File: src/rtl/norm_pkg.sv
// norm_pkg: shared defaults and row types for the normalizer collector.
package norm_pkg;
  localparam int COL_DEF = 8;
  localparam int W_OUT_DEF = 16;
  typedef logic [W_OUT_DEF-1:0] elem_t;
  typedef elem_t [COL_DEF-1:0] row_t;
  typedef struct packed {
    row_t r1;
    row_t r2;
  } row_pair_t;
endpackage

File: src/rtl/norm_row_fifo.sv
// norm_row_fifo: row-pair FIFO with a registered head that holds its last value when empty.
module norm_row_fifo
  import norm_pkg::*;
#(
  parameter int W = $bits(row_pair_t),
  parameter int DEPTH = 4
) (
  input  logic                   clk,
  input  logic                   reset,
  input  logic                   flush,
  input  logic                   push,
  input  logic                   pop,
  input  logic [W-1:0]           din,
  output logic [W-1:0]           head,
  output logic                   full,
  output logic                   empty,
  output logic [$clog2(DEPTH):0] level
);
  localparam int AW = $clog2(DEPTH);
  logic [W-1:0] mem_q [DEPTH];
  logic [W-1:0] head_q, head_d;
  logic [AW-1:0] wr_q, wr_d, rd_q, rd_d;
  logic [AW:0] cnt_q, cnt_d, rem;
  logic do_push, do_pop, we;
  assign full = cnt_q == (AW+1)'(DEPTH);
  assign empty = cnt_q == '0;
  assign level = cnt_q;
  assign head = head_q;
  always_comb begin
    do_pop = pop & ~empty;
    do_push = push & (~full | do_pop);
    we = do_push & ~flush;
    rem = cnt_q - (AW+1)'(do_pop);
    cnt_d = flush ? '0 : rem + (AW+1)'(do_push);
    wr_d = flush ? '0 : wr_q + AW'(do_push);
    rd_d = flush ? '0 : rd_q + AW'(do_pop);
    // a push into an otherwise empty queue bypasses the memory into the head
    head_d = flush ? head_q : rem != '0 ? mem_q[rd_d] : do_push ? din : head_q;
  end
  always_ff @(posedge clk) if (we) mem_q[wr_q] <= din;
  always_ff @(posedge clk or negedge reset) begin
    if (!reset) begin
      cnt_q <= '0;
      wr_q <= '0;
      rd_q <= '0;
      head_q <= '0;
    end else begin
      cnt_q <= cnt_d;
      wr_q <= wr_d;
      rd_q <= rd_d;
      head_q <= head_d;
    end
  end
endmodule

File: src/rtl/norm_collector.sv
// norm_collector: reassembles serial normalized elements into row pairs and queues them.
// NORM_COLLECT_PERF_EN adds saturating rows_pushed/rows_dropped counters.
module norm_collector
  import norm_pkg::*;
#(
  parameter int COL = COL_DEF,
  parameter int W_OUT = W_OUT_DEF,
  parameter int DEPTH = 4
) (
  input  logic                   clk,
  input  logic                   reset,
  input  logic                   norm_valid,
  input  logic [W_OUT-1:0]       psum_norm_1,
  input  logic [W_OUT-1:0]       psum_norm_2,
  input  logic                   flush,
  output logic                   m_valid,
  input  logic                   m_ready,
  output logic [COL*W_OUT-1:0]   m_data_1,
  output logic [COL*W_OUT-1:0]   m_data_2,
  output logic                   overflow,
  output logic [$clog2(DEPTH):0] level
`ifdef NORM_COLLECT_PERF_EN
  ,
  output logic [31:0]            rows_pushed,
  output logic [15:0]            rows_dropped
`endif
);
  localparam int IW = $clog2(COL);
  localparam int RW = COL*W_OUT;
  logic [IW-1:0] idx_q, idx_d;
  logic [RW-1:0] row1_q, row1_d, row2_q, row2_d;
  logic overflow_q, overflow_d;
  logic accept, done, drop, full, empty;
  logic [2*RW-1:0] head;
  always_comb begin
    accept = norm_valid & ~flush;
    done = accept && idx_q == IW'(COL-1);
    drop = done & full & ~(m_ready & ~empty);
    row1_d = row1_q;
    row2_d = row2_q;
    if (accept) begin
      row1_d[idx_q*W_OUT +: W_OUT] = psum_norm_1;
      row2_d[idx_q*W_OUT +: W_OUT] = psum_norm_2;
    end
    idx_d = flush ? '0 : idx_q + IW'(accept);
    overflow_d = flush ? 1'b0 : overflow_q | drop;
  end
  always_ff @(posedge clk or negedge reset) begin
    if (!reset) begin
      idx_q <= '0;
      row1_q <= '0;
      row2_q <= '0;
      overflow_q <= 1'b0;
    end else begin
      idx_q <= idx_d;
      row1_q <= row1_d;
      row2_q <= row2_d;
      overflow_q <= overflow_d;
    end
  end
  // the completing element reaches the FIFO through row*_d on the same edge
  norm_row_fifo #(.W(2*RW), .DEPTH(DEPTH)) u_fifo (
    .clk(clk),
    .reset(reset),
    .flush(flush),
    .push(done),
    .pop(m_ready),
    .din({row2_d, row1_d}),
    .head(head),
    .full(full),
    .empty(empty),
    .level(level)
  );
  assign m_valid = ~empty;
  assign m_data_1 = head[RW-1:0];
  assign m_data_2 = head[2*RW-1:RW];
  assign overflow = overflow_q;
`ifdef NORM_COLLECT_PERF_EN
  logic [31:0] pushed_q, pushed_d;
  logic [15:0] dropped_q, dropped_d;
  always_comb begin
    pushed_d = flush ? '0 : pushed_q + 32'(done & ~drop & ~&pushed_q);
    dropped_d = flush ? '0 : dropped_q + 16'(drop & ~&dropped_q);
  end
  always_ff @(posedge clk or negedge reset) begin
    if (!reset) begin
      pushed_q <= '0;
      dropped_q <= '0;
    end else begin
      pushed_q <= pushed_d;
      dropped_q <= dropped_d;
    end
  end
  assign rows_pushed = pushed_q;
  assign rows_dropped = dropped_q;
`endif
endmodule

File: config.mk
export PLATFORM = sky130hd
export DESIGN_NAME = norm_collector
export DESIGN_NICKNAME = d
export VERILOG_FILES = /design/src/rtl/norm_pkg.sv /design/src/rtl/norm_row_fifo.sv /design/src/rtl/norm_collector.sv
export SDC_FILE = /design/constraint.sdc
export NUM_CORES = 2
export LEC_CHECK = 0
export BUFFER_PORTS_ARGS = -buffer_cell sky130_fd_sc_hd__buf_2
export CORE_ASPECT_RATIO = 1.1
export CORE_UTILIZATION = 40
export CTS_CLUSTER_SIZE = 40
export DETAILED_ROUTE_END_ITERATION = 8
export PLACE_DENSITY_LB_ADDON = 0.12
export SLEW_MARGIN = 20
export SYNTH_ARGS = -nofsm -noshare
export SYNTH_HDL_FRONTEND = slang
export SYNTH_SLANG_ARGS = --single-unit
File: constraint.sdc
create_clock -name clk -period 29 [get_ports clk]
set_input_delay 1.45 -clock clk [delete_from_list [all_inputs] [get_ports clk]]
set_output_delay 1.45 -clock clk [all_outputs]
set_load 0.01 [all_outputs]
After elaboration in Yosys (flattened, before gate mapping). Memories as Yosys holds them, arrays and structs flattened. Cells that the tools add are included.

Bits in registers: 523. Bits in writable memories: 1024. Input bits: 37. Word-level logic and storage cells: 50. Memories: 1.

Memory list: u_fifo.mem_q (words 4, bits a word 256, read ports 1, clocked after Yosys merged registers in 0, wr ports 1, RTL line norm_row_fifo.sv:20) `logic [W-1:0] mem_q [DEPTH];`.

Add/sub/neg operators: 6. Equal/unequal tests: 2. Shift operators: 3. Muxes and demuxes: 13. Bitwise gates (word level): 12. Reductions and logical operators: 5.

Operator list (number): $mux W256 (2); $bwmux W128 (2); $mux W128 (2); $shiftx A16 B34 Y128 (2); $shift A16 B34 Y128 const A (1); $neg A7 Y34 (1); $add A3 B1 Y3 (2); $and A1 B1 Y1 (6); $eq A3 B3 Y1 const B (2); $mux W3 (2); $add A2 B1 Y2 (2); $mux W2 (2); $not A1 Y1 (4); $logic_not A3 Y1 (1); $mux W1 (3); $reduce_bool A3 Y1 (1); $sub A3 B1 Y3 (1); $or A1 B1 Y1 (2); $reduce_and A2 Y1 (1); $reduce_bool A2 Y1 (1); $logic_and A1 B1 Y1 (1).

Depth between registers and ports, before layout.
Word-level depth: 8. Mapped depth: 11. Gate-level depth less buffers: 8.

Hierarchy. Synthesis repeated with hierarchy kept, for this count alone.

Cells, all modules: 3914. Area total of the unflattened synthesis: 61462.7 um^2.

By module, submodules not included: norm_row_fifo (instances 1, cells an instance 3156, area an instance 50649.8 um^2, sequential area each 37330.8 um^2); norm_collector (instances 1, cells an instance 758, area an instance 10812.9 um^2, sequential area each 6506.2 um^2).

Worst setup path before layout. Ideal clock, no wire load.

Path type: input port to flip-flop. Start: input port flush. End: memory u_fifo.mem_q[2][0] (netlist name) (enable). Library setup time: 1.240 ns. Data arrival time: 20.330 ns. Required time: 27.760 ns. Path slack: 7.431 ns. Stages on the path: 3. Buffers on the path: 0. Path through: nand4b_1 -> nand2b_2 -> nor3b_1.

Word-level cells in the longest chain between the ends: 7.

RTL lines: start: declaration (RTL line norm_collector.sv:15) `input logic flush,`; $not A1 Y1 (no source line) *; $and A1 B1 Y1 (RTL line norm_collector.sv:36) `accept = norm_valid & ~flush;`; $logic_and A1 B1 Y1 (RTL line norm_collector.sv:37) `done = accept && idx_q == IW'(COL-1);`; $and A1 B1 Y1 (RTL line norm_row_fifo.sv:31) `do_push = push & (~full | do_pop);`; $and A1 B1 Y1 * (RTL line norm_row_fifo.sv:32) `we = do_push & ~flush;`; $mux W1 * (RTL line norm_row_fifo.sv:40) `always_ff @(posedge clk) if (we) mem_q[wr_q] <= din;`; $mux W1 (implied by the code) * (RTL line norm_row_fifo.sv:40); end: declaration (RTL line norm_row_fifo.sv:20).

Every way passes the cells marked *; elsewhere a longest branch is shown, timed or not.

Worst setup path in the final report.
Start: register u_fifo.cnt_q[0] (netlist: u_fifo.level[0]). End: register u_fifo.head_q[177] (netlist: u_fifo.head[177]).

Word-level cells in the longest chain between the ends: 7. Elaborated cells between the ends (all ways): 15. Classes of those cells: add/sub: 2; eq/ne: 1; mux: 2; bitwise: 5; reduce/logical: 4; memory: 1.

RTL lines: start: declaration (RTL line norm_row_fifo.sv:23) `logic [AW:0] cnt_q, cnt_d, rem;`; start signal: assignment (RTL line norm_row_fifo.sv:48) `cnt_q <= cnt_d;`; $logic_not A3 Y1 (RTL line norm_row_fifo.sv:26) `assign empty = cnt_q == '0;`; $not A1 Y1 (RTL line norm_row_fifo.sv:30) `do_pop = pop & ~empty;`; $and A1 B1 Y1 (RTL line norm_row_fifo.sv:30); $add A2 B1 Y2 (tied with other cells) (RTL line norm_row_fifo.sv:36) `rd_d = flush ? '0 : rd_q + AW'(do_pop);`; $mux W2 (tied with other cells) (RTL line norm_row_fifo.sv:36); $mem_v2 Z4 W256 / $reduce_bool A2 Y1 (equally long branches); $mux W256 / $reduce_and A2 Y1 (equally long branches); end signal: assignment (RTL line norm_row_fifo.sv:46) `head_q <= '0;`; end signal: assignment (RTL line norm_row_fifo.sv:51) `head_q <= head_d;`; end: declaration (RTL line norm_row_fifo.sv:21) `logic [W-1:0] head_q, head_d;`.

Parallel ways exist; a longest one is shown, timed or not. A chain may end at the register's enable or synchronous reset.

==> summary.md <==
| Metric | Value |
|---|---|
| Distinct cells, synth | 53 |
| Number of synthesized flops with an enable pin | just over 1k |
| Syn Nets | between 3k and 4k |
| Slew Viols, Final | 0 |
| H-tree levels | 4 |
| Util after Layout | 0.462 |
| Yosys warnings | 0 |
| First-pass GRT wire length | between 200000 and 300000 um |
| Hold buffer count at cts | 0 |
| Fmax | between 0.2 and 0.25 GHz |
| HP Start | overflow$_DFF_PN0_ |
| CTS Buffer Depth | 3 |
| Status | finished clean |
| Post-CTS Setup Repair Bufs | 0 |
| CTS sink cnt | 1547 |
| Nets | between 4k and 5k |
| Path depth of the worst reg2reg path | 9 |
| Post-synthesis mux area share | 0.100 |
| DRC viols | 0 |
| 1st-iter DRT viols | between 2k and 3k |
| Crit Path Category | flip-flop to flip-flop |
| Hold Path Depth | 1 |
| Worst EP arrival | between 5000 and 6000 ps |
| FFs w/ async S/R, synth | 0.338 |
| Largest family of logic cells by synthesized area | multiplexers |
| Leakage | 27.4 nW |
| RSZ-0062 raised after global routing | false |
| Starting density of the core | 0.403 |
| Layout cell share with drive strength beyond 1 | 0.227 |
| HPWL after DPL | 101000 um |
| Synth Area in Compound Gates | 0.0843 |
| Syn avg cell area | roughly 16 um^2 |
| Die Wd | approximately 370 um |
| Setup ws final | about 24000 ps |
| Max-cap violations | 0 |
| Vias per std cell | roughly 5.7 |
| Port Buffers | between 200 and 300 |
| Slew @ Worst Pin | roughly 1100 ps |
| Register area share after synthesis | 0.723 |
| Via count | about 35k |
| Cell count after synthesis | 3689 |
| Critical path startpoint category | flip-flop |
| Syn Std Cell Area | between 0.06 and 0.07 mm^2 |
| TNS Setup | 0 ps |
| Synth top area cells | edfxtp_1 51%, dfrtp_1 22%, mux4_2 5.0% |
| Slew margin rel. | 0.254 |
| CTS buffer count | between 150 and 200 |
| Critical path data required time | 29660 ps |
| IO Pins | ~300 |
| Top-area cell type share of the netlist area | 0.507 |
| Die height | 410 um |
| TritonCTS clock tree | built |
| Synth Register Bits | 1547 |
| Synth Area in Adders | 0.00289 |
| FILL cells | about 13k |
| RR Endpoint | u_fifo.head[177]$_DFFE_PN0P_ |
| Core area | ~0.15 mm^2 |
| Number of setup violations in the final report | 0 |
| Largest net degree at the start of global routing | 150 |
| Vias in the first global route | between 30k and 40k |
| Worst slack at placement | 23390 ps |
| Power Total | approximately 0.0067 W |
| GRT Total Usage | 0.239 |
| Synth area leader | edfxtp_1 |
| Layout Area Growth over Synthesis | 14.4% |
| Routed Antenna Nets | 0 |
| Post-CTS Resized | 0 |
| Fin crit share | 0.165 |
| Fin crit period | between 4000 and 5000 ps |
| Hold Path Class | flip-flop to flip-flop |
| Wire length per cell | roughly 30 um |
| Worst r2r src | u_fifo.level[0]$_DFF_PN0_ |
| Worst-path maximum fanout | 102 |
| Main synth FF type | edfxtp_1 |
| Clk_skew | 22.5 ps |
| Root buffer cell | clkbuf_16 |
| Worst skew pair latency | slightly below 800 ps |
| DRT Pass-1 Iters | 5 |
| FF-to-FF setup slack | 24220 ps |
| Max VDD drop | ~110 uV |
| Placer Congestion | around 0.74 |
| Row count | 149 |
| Worst hold slack | roughly 500 ps |
| Final wirelength | around 180000 um |
| WHS Endpoint | overflow$_DFF_PN0_ |
| Worst-path clk slew | roughly 60 ps |
| Worst setup EP type | flip-flop |
| Die area | ~0.15 mm^2 |
| Synth Area in Simple Gates | 0.0548 |
| Cell Pwr Density | 96.5 mW/mm^2 |
| Post-Synth XOR/XNOR Area | 0.000867 |
| Initial antenna violation count | 24 |
| Overflow after GRT | 0 |
| Fin. Hold Viols | 0 |
## worst max-delay path by stage
stage,start,to,slack (ps),cells past startpoint
final,u_fifo.level[0]$_DFF_PN0_,u_fifo.head[177]$_DFFE_PN0P_,24220,9
after global routing,u_fifo.level[0]$_DFF_PN0_,u_fifo.head[187]$_DFFE_PN0P_,23910,9
after CTS,u_fifo.level[0]$_DFF_PN0_,u_fifo.head[177]$_DFFE_PN0P_,24110,9
after detailed placement,m_ready,u_fifo.head[177]$_DFFE_PN0P_,23390,9
after global placement,m_ready,u_fifo.head[177]$_DFFE_PN0P_,23400,9
after floorplan,flush,u_fifo.mem_q[2][0]$_DFFE_PP_,7430,3
## stage by stage
stage | instance area, um^2 | std cells
4_1_cts | 69300 | 6058
6_report | 69400 | 6066
2_1_floorplan | 60600 | 3689
3_5_place_dp | 64200 | 5750
5_1_grt | 69300 | 6058
3_3_place_gp | 64200 | 5750
## worst max-delay path, stage by stage (launching register included)
cell      delay (ps)
dfrtp_1          420
or3_1            390
and2_1           210
ha_4             480
nand2b_4         600
buf_4            820
buf_12           600
mux4_2           580
and2_1           170
a221o_1          250
## cells by family (layout without fill, tap and decap cells)
| group | count (synthesis) | in the layout |
|---|---|---|
| buffers and inverters | 491 | 897 |
| muxes | 427 | 427 |
| DFF | 1547 | 1547 |
| adders and majority gates | 14 | 14 |
| AOI/OAI and AO/OA | 646 | 646 |
| other | 0 | 8 |
| xor gates and xnor gates | 6 | 6 |
| and+or+nand+nor | 558 | 558 |
## power by group
group / leakage, nW / switching, W / internal (W)
logic: 9.29 / 0.00123 / 0.000662
clock network: 2.52 / 0.000869 / 0.00116
registers: 15.6 / 0.000196 / 0.00257
total: 27.4 / 0.00230 / 0.00440
## placed cells by master, fill, tap and decap left out, types with 4 or more instances in the layout
master / count
a21o_1: 14
buf_2: 295
inv_6: 5
o221a_2: 82
or2_2: 4
buf_12: 10
nand4b_1: 4
dfrtp_1: 523
mux4_2: 135
clkbuf_1: 68
o221ai_1: 60
a221o_1: 47
mux2_2: 96
buf_4: 54
nor2b_1: 67
and3b_1: 122
nor2_1: 41
inv_1: 225
edfxtp_1: 1024
mux2i_1: 190
clkinv_1: 18
o21ai_0: 63
clkinv_2: 17
ha_1: 12
a211oi_1: 152
nand2b_1: 8
clkbuf_16: 168
a311oi_1: 21
a211o_1: 30
and3_1: 42
nand2_1: 171
clkbuf_8: 24
a2111oi_0: 51
mux2_1: 6
and2_1: 71
a21oi_1: 98
diode_2: 8
a221oi_1: 24
## registers in the layout, indices dropped and copies added, names as in the netlist
name	count
u_fifo.head	256
u_fifo.wr_q	2
overflow	1
u_fifo.mem_q	1024
u_fifo.rd_q	2
row1_q	128
row2_q	128
idx_q	3
u_fifo.level	3
## metal layers
metal  GRT usage  part of all wire  vias to the layer above
met5           0          0.000044                        -
met4      0.0683             0.024                        2
met3      0.0399             0.054                      211
met2       0.389              0.48                      946
met1       0.332              0.44                    18577
li1            -                 -                    14800
## cell type report
class / count / area [um^2] / share of cell area
multi-input cells: 1651 / 14900 / 0.215
clock inverters: 48 / 378 / 0.00545
repair buffers: 361 / 2110 / 0.0304
well taps: 1963 / 2460 / 0.0354
clock buffers: 260 / 4790 / 0.0690
diodes: 8 / 20.0 / 0.000289
flip-flops and latches: 1547 / 43800 / 0.632
inverters: 228 / 861 / 0.0124
## synth_stat cells, types with 21 or more instances
cell	number
edfxtp_1	1024
dfrtp_1	523
inv_1	225
mux2i_1	190
nand2_1	173
a211oi_1	152
clkbuf_1	139
mux4_2	135
and3b_1	123
a21oi_1	99
mux2_2	96
o221a_2	82
buf_2	80
and2_1	71
nor2b_1	68
o21ai_0	63
o221ai_1	60
a2111oi_0	51
a221o_1	47
and3_1	44
nor2_1	43
a211o_1	30
a221oi_1	24
buf_1	24
a311oi_1	21
Note: power is estimated with default switching activity, not from simulation.
